$ cat src/rtl/seg7_pkg.sv
// Shared seven-segment display definitions: digit count, blanking constants and
// the active-low hex glyph table (bit order {g,f,e,d,c,b,a}).
package seg7_pkg;

    localparam int NUM_DIGITS = 4;

    localparam logic [6:0] SEG_OFF = 7'h7F;
    localparam logic [3:0] AN_OFF  = 4'hF;

    localparam logic [6:0] SEG_0 = 7'h40;
    localparam logic [6:0] SEG_1 = 7'h79;
    localparam logic [6:0] SEG_2 = 7'h24;
    localparam logic [6:0] SEG_3 = 7'h30;
    localparam logic [6:0] SEG_4 = 7'h19;
    localparam logic [6:0] SEG_5 = 7'h12;
    localparam logic [6:0] SEG_6 = 7'h02;
    localparam logic [6:0] SEG_7 = 7'h78;
    localparam logic [6:0] SEG_8 = 7'h00;
    localparam logic [6:0] SEG_9 = 7'h10;
    localparam logic [6:0] SEG_A = 7'h08;
    localparam logic [6:0] SEG_B = 7'h03;
    localparam logic [6:0] SEG_C = 7'h46;
    localparam logic [6:0] SEG_D = 7'h21;
    localparam logic [6:0] SEG_E = 7'h06;
    localparam logic [6:0] SEG_F = 7'h0E;

    typedef logic [$clog2(NUM_DIGITS)-1:0] digit_idx_t;

    function automatic logic [6:0] hex_glyph(input logic [3:0] nibble);
        logic [6:0] glyph;
        glyph = SEG_OFF;
        case (nibble)
            4'h0: glyph = SEG_0;
            4'h1: glyph = SEG_1;
            4'h2: glyph = SEG_2;
            4'h3: glyph = SEG_3;
            4'h4: glyph = SEG_4;
            4'h5: glyph = SEG_5;
            4'h6: glyph = SEG_6;
            4'h7: glyph = SEG_7;
            4'h8: glyph = SEG_8;
            4'h9: glyph = SEG_9;
            4'hA: glyph = SEG_A;
            4'hB: glyph = SEG_B;
            4'hC: glyph = SEG_C;
            4'hD: glyph = SEG_D;
            4'hE: glyph = SEG_E;
            default: glyph = SEG_F;
        endcase
        return glyph;
    endfunction

endpackage

$ cat src/rtl/hex_to_seg7.sv
// Combinational hex nibble to active-low seven-segment decoder, shared by any
// display driver in the design.
module hex_to_seg7
    import seg7_pkg::*;
(
    input  logic [3:0] nibble,
    output logic [6:0] segments
);

    always_comb begin
        segments = hex_glyph(nibble);
    end

endmodule

$ cat src/rtl/seg7_scan_driver.sv
// Four-digit multiplexed hex display driver with frame-coherent snapshot,
// anti-ghosting guard cycles and optional leading-zero suppression.
module seg7_scan_driver
    import seg7_pkg::*;
#(
    parameter int REFRESH_DIV = 50000,
    parameter int GUARD       = 2
)
(
    input  logic        CLK,
    input  logic        reset,
    input  logic [15:0] value,
    input  logic [3:0]  dp_mask,
    input  logic        en,
    input  logic        blank_lz,
    output logic [3:0]  an,
    output logic [6:0]  seg,
    output logic        dp
);

    localparam int PW = (REFRESH_DIV > 1) ? $clog2(REFRESH_DIV) : 1;
    localparam logic [PW-1:0] PRE_LAST  = PW'(REFRESH_DIV - 1);
    localparam logic [PW-1:0] PRE_GUARD = PW'(GUARD);
    localparam digit_idx_t    LAST_DIGIT = digit_idx_t'(NUM_DIGITS - 1);

    logic [PW-1:0] prescaler;
    digit_idx_t    digit_idx;
    logic [15:0]   snap_value;
    logic [3:0]    snap_dp;
    logic          tick;
    logic [3:0]    nib;
    logic [6:0]    glyph;
    logic          lz_blank;
    logic          lit;
    logic [3:0]    an_sel;

    assign tick = (prescaler == PRE_LAST);

    // Prescaler and scan counter free-run so the scan phase survives en toggles.
    always_ff @(posedge CLK or posedge reset) begin
        if (reset) begin
            prescaler <= '0;
            digit_idx <= '0;
        end else begin
            prescaler <= tick ? '0 : prescaler + 1'b1;
            if (tick) begin
                digit_idx <= digit_idx + 1'b1;
            end
        end
    end

    // Capture on the last tick of a frame so all four digits show one value.
    always_ff @(posedge CLK or posedge reset) begin
        if (reset) begin
            snap_value <= 16'h0000;
            snap_dp    <= 4'h0;
        end else if (tick && digit_idx == LAST_DIGIT) begin
            snap_value <= value;
            snap_dp    <= dp_mask;
        end
    end

    assign nib = snap_value[{digit_idx, 2'b00} +: 4];

    hex_to_seg7 u_decode (
        .nibble   (nib),
        .segments (glyph)
    );

    always_comb begin
        lz_blank = 1'b0;
        case (digit_idx)
            2'd1:    lz_blank = blank_lz && (snap_value[15:4]  == 12'h000);
            2'd2:    lz_blank = blank_lz && (snap_value[15:8]  == 8'h00);
            2'd3:    lz_blank = blank_lz && (snap_value[15:12] == 4'h0);
            default: lz_blank = 1'b0;
        endcase
    end

    always_comb begin
        an_sel = AN_OFF;
        case (digit_idx)
            2'd0:    an_sel = 4'b1110;
            2'd1:    an_sel = 4'b1101;
            2'd2:    an_sel = 4'b1011;
            default: an_sel = 4'b0111;
        endcase
    end

    assign lit = en && (prescaler >= PRE_GUARD) && !lz_blank;

    // Registered pins; reset darkens the display without waiting for a clock.
    always_ff @(posedge CLK or posedge reset) begin
        if (reset) begin
            an  <= AN_OFF;
            seg <= SEG_OFF;
            dp  <= 1'b1;
        end else if (lit) begin
            an  <= an_sel;
            seg <= glyph;
            dp  <= ~snap_dp[digit_idx];
        end else begin
            an  <= AN_OFF;
            seg <= SEG_OFF;
            dp  <= 1'b1;
        end
    end

endmodule
$ cat config.mk
export PLATFORM = sky130hd
export DESIGN_NAME = seg7_scan_driver
export DESIGN_NICKNAME = d
export VERILOG_FILES = /design/src/rtl/seg7_pkg.sv /design/src/rtl/hex_to_seg7.sv /design/src/rtl/seg7_scan_driver.sv
export SDC_FILE = /design/constraint.sdc
export NUM_CORES = 1
export LEC_CHECK = 0
export BUFFER_PORTS_ARGS = -buffer_cell sky130_fd_sc_hd__buf_4
export CAP_MARGIN = 20
export CORE_ASPECT_RATIO = 0.6
export CORE_MARGIN = 5
export CORE_UTILIZATION = 55
export DETAILED_ROUTE_END_ITERATION = 10
export GPL_TIMING_DRIVEN = 0
export HOLD_SLACK_MARGIN = 0.08
export PLACE_DENSITY = 0.88
export SYNTH_ARGS = -nofsm -noshare
export SYNTH_HDL_FRONTEND = slang
export SYNTH_HIERARCHICAL = 1
export SYNTH_SLANG_ARGS = --single-unit
$ cat constraint.sdc
create_clock -name CLK -period 6.46 [get_ports CLK]
set_input_delay 0.969 -clock CLK [delete_from_list [all_inputs] [get_ports CLK]]
set_output_delay 0.969 -clock CLK [all_outputs]
set_load 0.01 [all_outputs]
* Yosys cells after proc, flatten, opt, wreduce, memory -nomap -nowiden *
Memory sizes are Yosys's and may differ from the RTL's.
Index checks and enable logic that the tools add are counted.

storage, ports and cells
  register bits = 50
  latch bits = 0
  memory bits (writable) = 0
  memory bits (read-only) = 112
  output and inout bits = 12
  logic and storage cells = 37
  memories = 1

operators by class
  add/sub/neg operators = 2
  multiply operators = 0
  div/mod/pow operators = 0
  $lt $le $gt $ge = 2
  equal/unequal tests = 4
  shift-type cells = 1
  muxes and demuxes = 8
  bitwise gates (word level) = 1
  reductions and logical operators = 11

memory list
  memory            words  bits a word  read ports  clocked after memory_dff  write ports  line            RTL
  (name not given)  16     7            1           0                         0            seg7_pkg.sv:32  case (nibble)

operators by type and width
  kind                     number
  $add A16 B1 Y16 const B  1
  $eq A16 B16 Y1 const B   1
  $ge A16 B2 Y1 const B    1
  $mux W16                 1
  $shiftx A16 B5 Y4        1
  $logic_not A12 Y1        1
  $pmux W4 S3              1
  $logic_not A8 Y1         1
  $mux W7                  1
  $logic_and A1 B1 Y1      6
  $eq A2 B2 Y1 const B     2
  $logic_not A4 Y1         1
  $mux W4                  1
  $lt A2 B3 Y1 const B     1
  $pmux W1 S3              1
  $add A2 B1 Y2 const B    1
  $bmux W1 S2              1
  $eq A2 B1 Y1 const B     1
  $logic_not A2 Y1         1
  $mux W1                  2
  $logic_not A1 Y1         1
  $not A1 Y1               1

* Logic depth before layout (Yosys ltp) *
Gate-level depths: netlist of the first run.

  word-level depth = 6
  depth in mapped cells = 8
  mapped depth without buffers = 7

* Cells and area by module *
The synthesis of the first run kept the hierarchy.

by module, submodules not included
  module            times used  cells an instance  area each (um^2)  sequential area each (um^2)
  seg7_scan_driver  1           173                2329.7            1266.2
  hex_to_seg7       1           32                 275.3             0.0

* Worst setup path before layout of the first run *
OpenSTA, ideal clock, no wires.

  path kind = reg-to-reg
  start = reg digit_idx[0]
  end = reg seg[0]
  setup time = 0.068 ns
  arrival = 2.293 ns
  data required time = 6.392 ns
  setup slack = 4.099 ns
  stages on the path, launching flop included = 9
  buffers on the path = 1
  period minus slack after synthesis = 2.361 ns
  cells stage by stage = dfrtp_1 clkbuf_1 mux4_2 inv_1 ha_1 and2b_2 or3b_1 o21ai_0 nand3b_1

on the way
  elaborated cells between the ends (all ways) = 9

RTL lines
  item                    line                     RTL
  from (decl)             seg7_scan_driver.sv:27   digit_idx_t digit_idx;
  from (signal assigned)  seg7_scan_driver.sv:47   digit_idx <= digit_idx + 1'b1;
  $shiftx A16 B5 Y4       seg7_scan_driver.sv:63   assign nib = snap_value[{digit_idx, 2'b00} +: 4];
  named net nib[1]        seg7_scan_driver.sv:31   logic [3:0] nib;
  $mem_v2 Z16 W7          n/a
  named net glyph[0]      seg7_scan_driver.sv:32   logic [6:0] glyph;
  $mux W7                 seg7_scan_driver.sv:98   end else if (lit) begin
  to (signal assigned)    seg7_scan_driver.sv:100  seg <= glyph;
  to (decl)               seg7_scan_driver.sv:17   output logic [6:0] seg,

The timed path passes the listed nets, and every way through them passes these cells.
A chain may end at the register's enable or synchronous reset.

* Worst setup path after layout of the first run *
Ends and elaborated chain as after synthesis.

==> results of run 1 <==
-- sequential cells by signal, indices dropped and copies added (netlist names) --
name,count
prescaler,16
snap_value,16
seg,7
an,4
snap_dp,4
digit_idx,2
dp,1
-- cell usage in the layout (no fill, tap or decap), types with 3 or more instances in the layout --
cell type	Yosys	final
xnor2_1	9	9
clkbuf_1	3	4
nor4_1	5	5
o21ai_0	3	3
mux2i_1	4	4
nand3_1	7	7
xor2_1	4	4
dfstp_2	12	12
clkbuf_8	0	5
nand2_1	10	10
nor2_1	18	18
ha_1	14	14
dfrtp_1	38	38
nand3b_1	8	8
mux4_2	5	5
mux2_4	20	20
inv_1	11	10
nand4_1	6	6
buf_4	0	35
buf_6	3	3
-- where the power goes --
| part | total [mW] | internal, mW | switching, mW |
|---|---|---|---|
| clock | 0.180 | 0.0766 | 0.104 |
| sequential | 0.333 | 0.326 | 0.00641 |
| combinational | 0.0604 | 0.0353 | 0.0251 |
-- cell type report --
| type | instances | area, um2 | area share (%) |
|---|---|---|---|
| Inverter | 11 | 41.3 | 1.35 |
| Sequential cell | 50 | 1270 | 41.5 |
| Clock inverter | 2 | 13.8 | 0.451 |
| Multi-Input combinational cell | 136 | 1240 | 40.7 |
| Tap cell | 63 | 78.8 | 2.58 |
| Buffer | 8 | 55.1 | 1.80 |
| Clock buffer | 6 | 72.6 | 2.38 |
| Timing Repair Buffer | 36 | 283 | 9.26 |
-- worst max-delay path by stage --
stage            startpoint             to  slack, ns  cells after the start
3_5_place_dp   digit_idx[0]         seg[0]       3.84                      8
5_1_grt        digit_idx[0]         seg[0]       3.60                      8
6_report       digit_idx[0]         seg[0]       3.79                      8
2_1_floorplan  digit_idx[0]         seg[0]       4.10                      8
3_3_place_gp          reset  snap_value[9]       3.75                      2
4_1_cts        digit_idx[0]         seg[0]       3.80                      8
-- per-stage QoR --
step           utilization (%)  worst slack (ns)  std cells
2_1_floorplan                -              4.10        205
6_report                  66.5              3.79        312
4_1_cts                   66.5              3.80        312
5_1_grt                   66.5              3.60        312
3_3_place_gp              64.2              3.75        303
3_5_place_dp              64.7              3.84        304
-- logic make-up after synthesis --
| kind of cell | after synthesis |
|---|---|
| buffers and inverters | 19 |
| AO/OA/AOI/OAI | 12 |
| flip-flops | 50 |
| multiplexers | 32 |
| XOR/XNOR | 13 |
| AND/OR/NAND/NOR | 65 |
| adder cells (fa/ha/maj) | 14 |
-- metal layers --
| layer | vias up | track usage [%] | routed length (um) |
|---|---|---|---|
| li1 | 811 | - | - |
| met1 | 845 | 26.1 | 2470 |
| met2 | 57 | 24.1 | 2100 |
| met3 | 2 | 4.52 | 307 |
| met4 | 0 | 3.58 | 15 |
| met5 | - | 0 | 0 |
-- worst max-delay path, stage by stage (launching register included) --
cell      delay [ns]
dfrtp_1         0.39
clkbuf_1        0.36
mux4_2          0.64
inv_1           0.17
ha_1            0.21
and2b_2         0.23
or3b_1          0.37
o21ai_0         0.08
nand3b_1        0.12
==> metrics.md, run 1 <==
| Metric | Value |
|---|---|
| Row Count | `19` |
| Max Cap Viol | `0` |
| Syn_area_per_cell | `12.7 um2` |
| Drt initial violations | `118` |
| Crit start category | `register` |
| Die area | `6260 um2` |
| I/O pin total | `36` |
| Pre-antenna DRT Iters | `4` |
| Vias per inst | `5.50` |
| Worst-path fanout max | `6` |
| FF-to-FF path depth | `8` |
| TritonCTS Buffers | `5` |
| Worst hold-check path type | `register to register` |
| Clk_lat worst skew | `0.30 ns` |
| Synth Instances | `205` |
| Area post-placement | `2970 um2` |
| Status | `finished clean` |
| Number of global-route vias before repair | `1739` |
| Complex-gate fraction of the synthesized area | `3.27%` |
| Post-synth top area cell | `dfrtp_1` |
| Largest family of logic cells by synthesized area | `multiplexers` |
| Core Box Area | `4590 um2` |
| Post-synthesis mux area share | `19.3%` |
| Area of the mapped netlist | `2600 um2` |
| Cell variety after synth | `38` |
| First-pass GRT wire length | `8.54 mm` |
| Post-Synth Simple-Gate Area | `14.1%` |
| Root Buffer | `clkbuf_8` |
| RR Startpoint | `digit_idx[0]` |
| Hold Path End | `prescaler[13]` |
| Synth cell count leaders | `dfrtp_1, mux2_4, nor2_1, ha_1, dfstp_2` |
| Synth top area share | `36.5%` |
| Clock tree buffer depth | `2` |
| Hold_sp | `prescaler[13]` |
| Drc violations | `0` |
| Syn_nets | `243` |
| Dpl hpwl | `3.76 mm` |
| Nets | `286` |
| Most frequent cell after synthesis | `dfrtp_1` |
| Rel. slew slack | `49.4%` |
| Seq/Total Area, Yosys | `48.6%` |
| Count of buffers from port buffering | `35` |
| Power Density | `188 nW/um2` |
| YS warnings | `6` |
| Area grow syn2layout | `17.2%` |
| Hold-fix buffers, CTS | `0` |
| Congestion Overflow GR | `0` |
| Leakage | `1.45 nW` |
| RSZ-0062 raised after global routing | `false` |
| Final hold violations | `0` |
| Fmax | `0.375 GHz` |
| CTS tree | `built` |
| Initial cell density of the core | `56.8%` |
| Setup Viol. Count Final | `0` |
| Post-CTS setup buffer count | `0` |
| Layout cells sized above 1 | `37.3%` |
| Slew Limit Fails | `0` |
| Synth Area in Adders | `6.72%` |
| CP Capture Type | `register` |
| R2r endpoint | `seg[0]` |
| CTS resizes | `0` |
| DRT antenna net count | `0` |
| Asr flop ratio synth | `100%` |
| GRT Total Usage | `17.0%` |
| Pwr Total | `573 uW` |
| VDD IR max | `0.0884 mV` |
| Ant diodes | `0` |
| Design area | `3050 um2` |
| Worst Path Arrival | `2.90 ns` |
| Part of the cycle the worst path needs | `41.3%` |
| Skew final | `0.0117 ns` |
| Gp weighted congestion | `0.847` |
| Flop and latch count out of synthesis | `50` |
| Flop-to-flop setup slack | `3.79 ns` |
| Number of synthesized flops with an enable pin | `0` |
| Fillcell total | `338` |
| Setup TNS | `0 ns` |
| Largest net degree at the start of global routing | `39` |
| Top FF cell, synth | `dfrtp_1` |
| Period minus WS final | `2.67 ns` |
| Vias | `1715` |
| Worst-Margin Slew | `0.752 ns` |
| Synth area leaders | `dfrtp_1, dfstp_2, mux2_4` |
| Clk slew on worst S/H paths | `0.09 ns` |
| DRT Wirelength | `4.90 mm` |
| Xor/xnor share of the synthesized area | `4.37%` |
| Die height | `63.3 um` |
| Die width | `98.8 um` |
| Hold path depth | `1` |
| Avg WL per Cell | `15.7 um` |
| Hold WS | `0.501 ns` |
| H-tree depth | `2` |
| Initial antenna violation count | `0` |
| WS Path Type | `register to register` |
| Worst path required time | `6.69 ns` |
| Sink Count | `50` |
Note: power is estimated with default switching activity, not from simulation.
==> inputs of run 2 (changes only) <==
--- a/config.mk
+++ b/config.mk
@@ -9,11 +9,11 @@
 export CAP_MARGIN = 20
 export CORE_ASPECT_RATIO = 0.6
 export CORE_MARGIN = 5
-export CORE_UTILIZATION = 55
+export CORE_UTILIZATION = 51
 export DETAILED_ROUTE_END_ITERATION = 10
 export GPL_TIMING_DRIVEN = 0
 export HOLD_SLACK_MARGIN = 0.08
-export PLACE_DENSITY = 0.88
+export PLACE_DENSITY = 0.86
 export SYNTH_ARGS = -nofsm -noshare
 export SYNTH_HDL_FRONTEND = slang
 export SYNTH_HIERARCHICAL = 1
==> constraint.sdc (replaced) <==
create_clock -name CLK -period 2.4 [get_ports CLK]
set_input_delay 0.36 -clock CLK [delete_from_list [all_inputs] [get_ports CLK]]
set_output_delay 0.36 -clock CLK [all_outputs]
set_load 0.01 [all_outputs]
==> run 2 against run 1 <==
  * Routed wire length is 7.4% higher
  * Sequential cell count is the same
  * Fmax increased by 18%
  * Clock skew fell by 0.0012 ns
==> metrics.md, run 2 (same netlist as run 1, synthesis figures left out) <==
| Metric | Value |
|---|---|
| Leakage | `1.49 nW (was 1.45 nW)` |
| Most common cell after layout, fill and taps aside | `buf_4 (was dfrtp_1)` |
| Gp weighted congestion | `0.851 (was 0.847)` |
| Worst Path Arrival | `2.45 ns (was 2.90 ns)` |
| Slew Limit Fails | `0 (unchanged)` |
| Pre-antenna DRT Iters | `4 (unchanged)` |
| Register area | `1270 um2 (about the same)` |
| CP Capture Type | `register (unchanged)` |
| Clock Power Share | `40.0% (was 31.4%)` |
| Root Buffer | `clkbuf_8 (unchanged)` |
| TritonCTS Buffers | `5 (unchanged)` |
| Drt initial violations | `101 (was 118)` |
| I/O pin total | `36 (unchanged)` |
| Core Box Area | `5000 um2 (was 4590 um2)` |
| Vias | `1759 (was 1715)` |
| Flop-to-flop setup slack | `0.14 ns (was 3.79 ns)` |
| Nets | `290 (was 286)` |
| Worst path required time | `2.59 ns (was 6.69 ns)` |
| DRT antenna net count | `0 (unchanged)` |
| Fmax | `0.443 GHz (was 0.375 GHz)` |
| FF-to-FF path depth | `5 (was 8)` |
| Crit start category | `register (unchanged)` |
| Net Switching | `377 uW (was 135 uW)` |
| Dpl hpwl | `3.98 mm (was 3.76 mm)` |
| Final hold violations | `0 (unchanged)` |
| Gate power share | `9.3% (was 10.5%)` |
| Sequential share of power | `50.7% (was 58.0%)` |
| Die area | `6680 um2 (was 6260 um2)` |
| Largest net degree at the start of global routing | `45 (was 39)` |
| R2r endpoint | `snap_dp[2] (was seg[0])` |
| WS Path Type | `register to register (unchanged)` |
| Status | `finished clean (unchanged)` |
| Worst hold-check path type | `input pin to register (was register to register)` |
| Initial antenna violation count | `0 (unchanged)` |
| Die height | `65.4 um (was 63.3 um)` |
| Vias per inst | `5.51 (was 5.50)` |
| Drc violations | `0 (unchanged)` |
| Layout cells sized above 1 | `39.9% (was 37.3%)` |
| First-pass GRT wire length | `9.16 mm (was 8.54 mm)` |
| Ant diodes | `0 (unchanged)` |
| Part of the cycle the worst path needs | `94.1% (was 41.3%)` |
| CP startpoint | `prescaler[10] (was digit_idx[0])` |
| Power Density | `562 nW/um2 (was 188 nW/um2)` |
| Clock tree buffer depth | `2 (unchanged)` |
| Setup Viol. Count Final | `0 (unchanged)` |
| Skew final | `0.0105 ns (was 0.0117 ns)` |
| Pint | `1.39 mW (was 438 uW)` |
| RR Startpoint | `prescaler[10] (was digit_idx[0])` |
| Final core utilization | `62.9% (was 66.5%)` |
| H-tree depth | `2 (unchanged)` |
| Count of buffers from port buffering | `35 (unchanged)` |
| Worst-path fanout max | `10 (was 6)` |
| Congestion Overflow GR | `0 (unchanged)` |
| Setup TNS | `0 ns (unchanged)` |
| Placed cell count | `307 (was 304)` |
| Switching Fraction | `21.3% (was 23.6%)` |
| Most frequent cells in the layout | `buf_4, dfrtp_1, mux2_4 (was dfrtp_1, buf_4, mux2_4)` |
| Crit path to | `snap_dp[2] (was seg[0])` |
| Initial cell density of the core | `52.0% (was 56.8%)` |
| Row Count | `20 (was 19)` |
| Die width | `102 um (was 98.8 um)` |
| Area grow syn2layout | `20.8% (was 17.2%)` |
| Clk slew on worst S/H paths | `0.10 ns (was 0.09 ns)` |
| Number of global-route vias before repair | `1838 (was 1739)` |
| Fillcell total | `397 (was 338)` |
| Worst-Margin Slew | `0.728 ns (was 0.752 ns)` |
| VDD IR max | `0.212 mV (was 0.0884 mV)` |
| CTS tree | `built (unchanged)` |
| DRT Wirelength | `5.26 mm (was 4.90 mm)` |
| Non-filler cells, final | `319 (was 312)` |
| Sink Count | `50 (unchanged)` |
| Area of the multi-input gates | `1240 um2 (unchanged)` |
| Rel. slew slack | `51.1% (was 49.4%)` |
| Period minus WS final | `2.26 ns (was 2.67 ns)` |
| GRT Total Usage | `17.5% (was 17.0%)` |
| Avg WL per Cell | `16.5 um (was 15.7 um)` |
| Clk_lat worst skew | `0.31 ns (was 0.30 ns)` |
| RSZ-0062 raised after global routing | `false (unchanged)` |
| Biggest regs | `prescaler: 16 flops, snap_value: 16 flops, seg: 7 flops (unchanged)` |
| Max Cap Viol | `0 (unchanged)` |
## run 2: routing by layer
metal | up-vias | track usage (%) | share of wire, %
met5 | - | 0 | 0
met4 | 0 | 5.24 | 1.3
met3 | 10 | 3.82 | 4.7
met2 | 45 | 25.3 | 45
met1 | 886 | 26.2 | 49
li1 | 818 | - | -
## run 2: final cells by class
type | instances | area share [%]
sequential | 50 | 40.3
multi-input combinational | 136 | 39.5
inverter | 11 | 1.31
tap | 66 | 2.62
clock buffer | 5 | 2.19
timing repair buffer | 41 | 10.3
clock inverter | 3 | 2.19
buffer | 7 | 1.63
## run 2: stage by stage
step	total power [mW]	instance area (um2)	setup WS (ns)	hold WS (ns)
after CTS	1.78	3120	0.0114	0.269
after floorplan	1.00	2610	0.0387	0.461
after global routing	1.84	3150	0.0446	0.268
after detailed placement	1.08	2970	-0.271	0.271
after global placement	1.07	2950	-0.192	0.480
final	1.77	3150	0.141	0.276
## run 2: power by group through the flow
stage / combinational, mW / sequential (mW) / clock [mW]
global placement: 0.154 / 0.911 / 0
CTS: 0.167 / 0.897 / 0.720
floorplan: 0.0896 / 0.911 / 0
global route: 0.181 / 0.900 / 0.754
finish: 0.164 / 0.897 / 0.708
detailed placement: 0.165 / 0.912 / 0
## run 2: how the worst min path moves through the flow
stage / from / end / slack, ns / depth (start not counted)
after global placement: prescaler[13] / prescaler[13] / 0.48 / 1
after floorplan: prescaler[13] / prescaler[13] / 0.46 / 1
final: value[8] / snap_value[8] / 0.28 / 2
after detailed placement: reset / prescaler[7] / 0.27 / 2
after CTS: value[6] / snap_value[6] / 0.27 / 2
after global routing: value[6] / snap_value[6] / 0.27 / 2
## run 2: critical path, stage by stage (launching register included)
cell	delay, ns
dfrtp_1	0.46
or4_4	0.59
nor4_4	0.42
nand2_1	0.18
buf_6	0.19
mux2_4	0.30
## run 2: what timing repair did
| item | 4_1_cts | 5_1_grt |
|---|---|---|
| resized for setup | 1 | 2 |
| gates cloned | 0 | 0 |
| setup buffers | 0 | 4 |
| setup endpoints to repair | 4 | 2 |
| endpoints found under the hold margin | 1 | 0 |
| hold buffers | 1 | 0 |
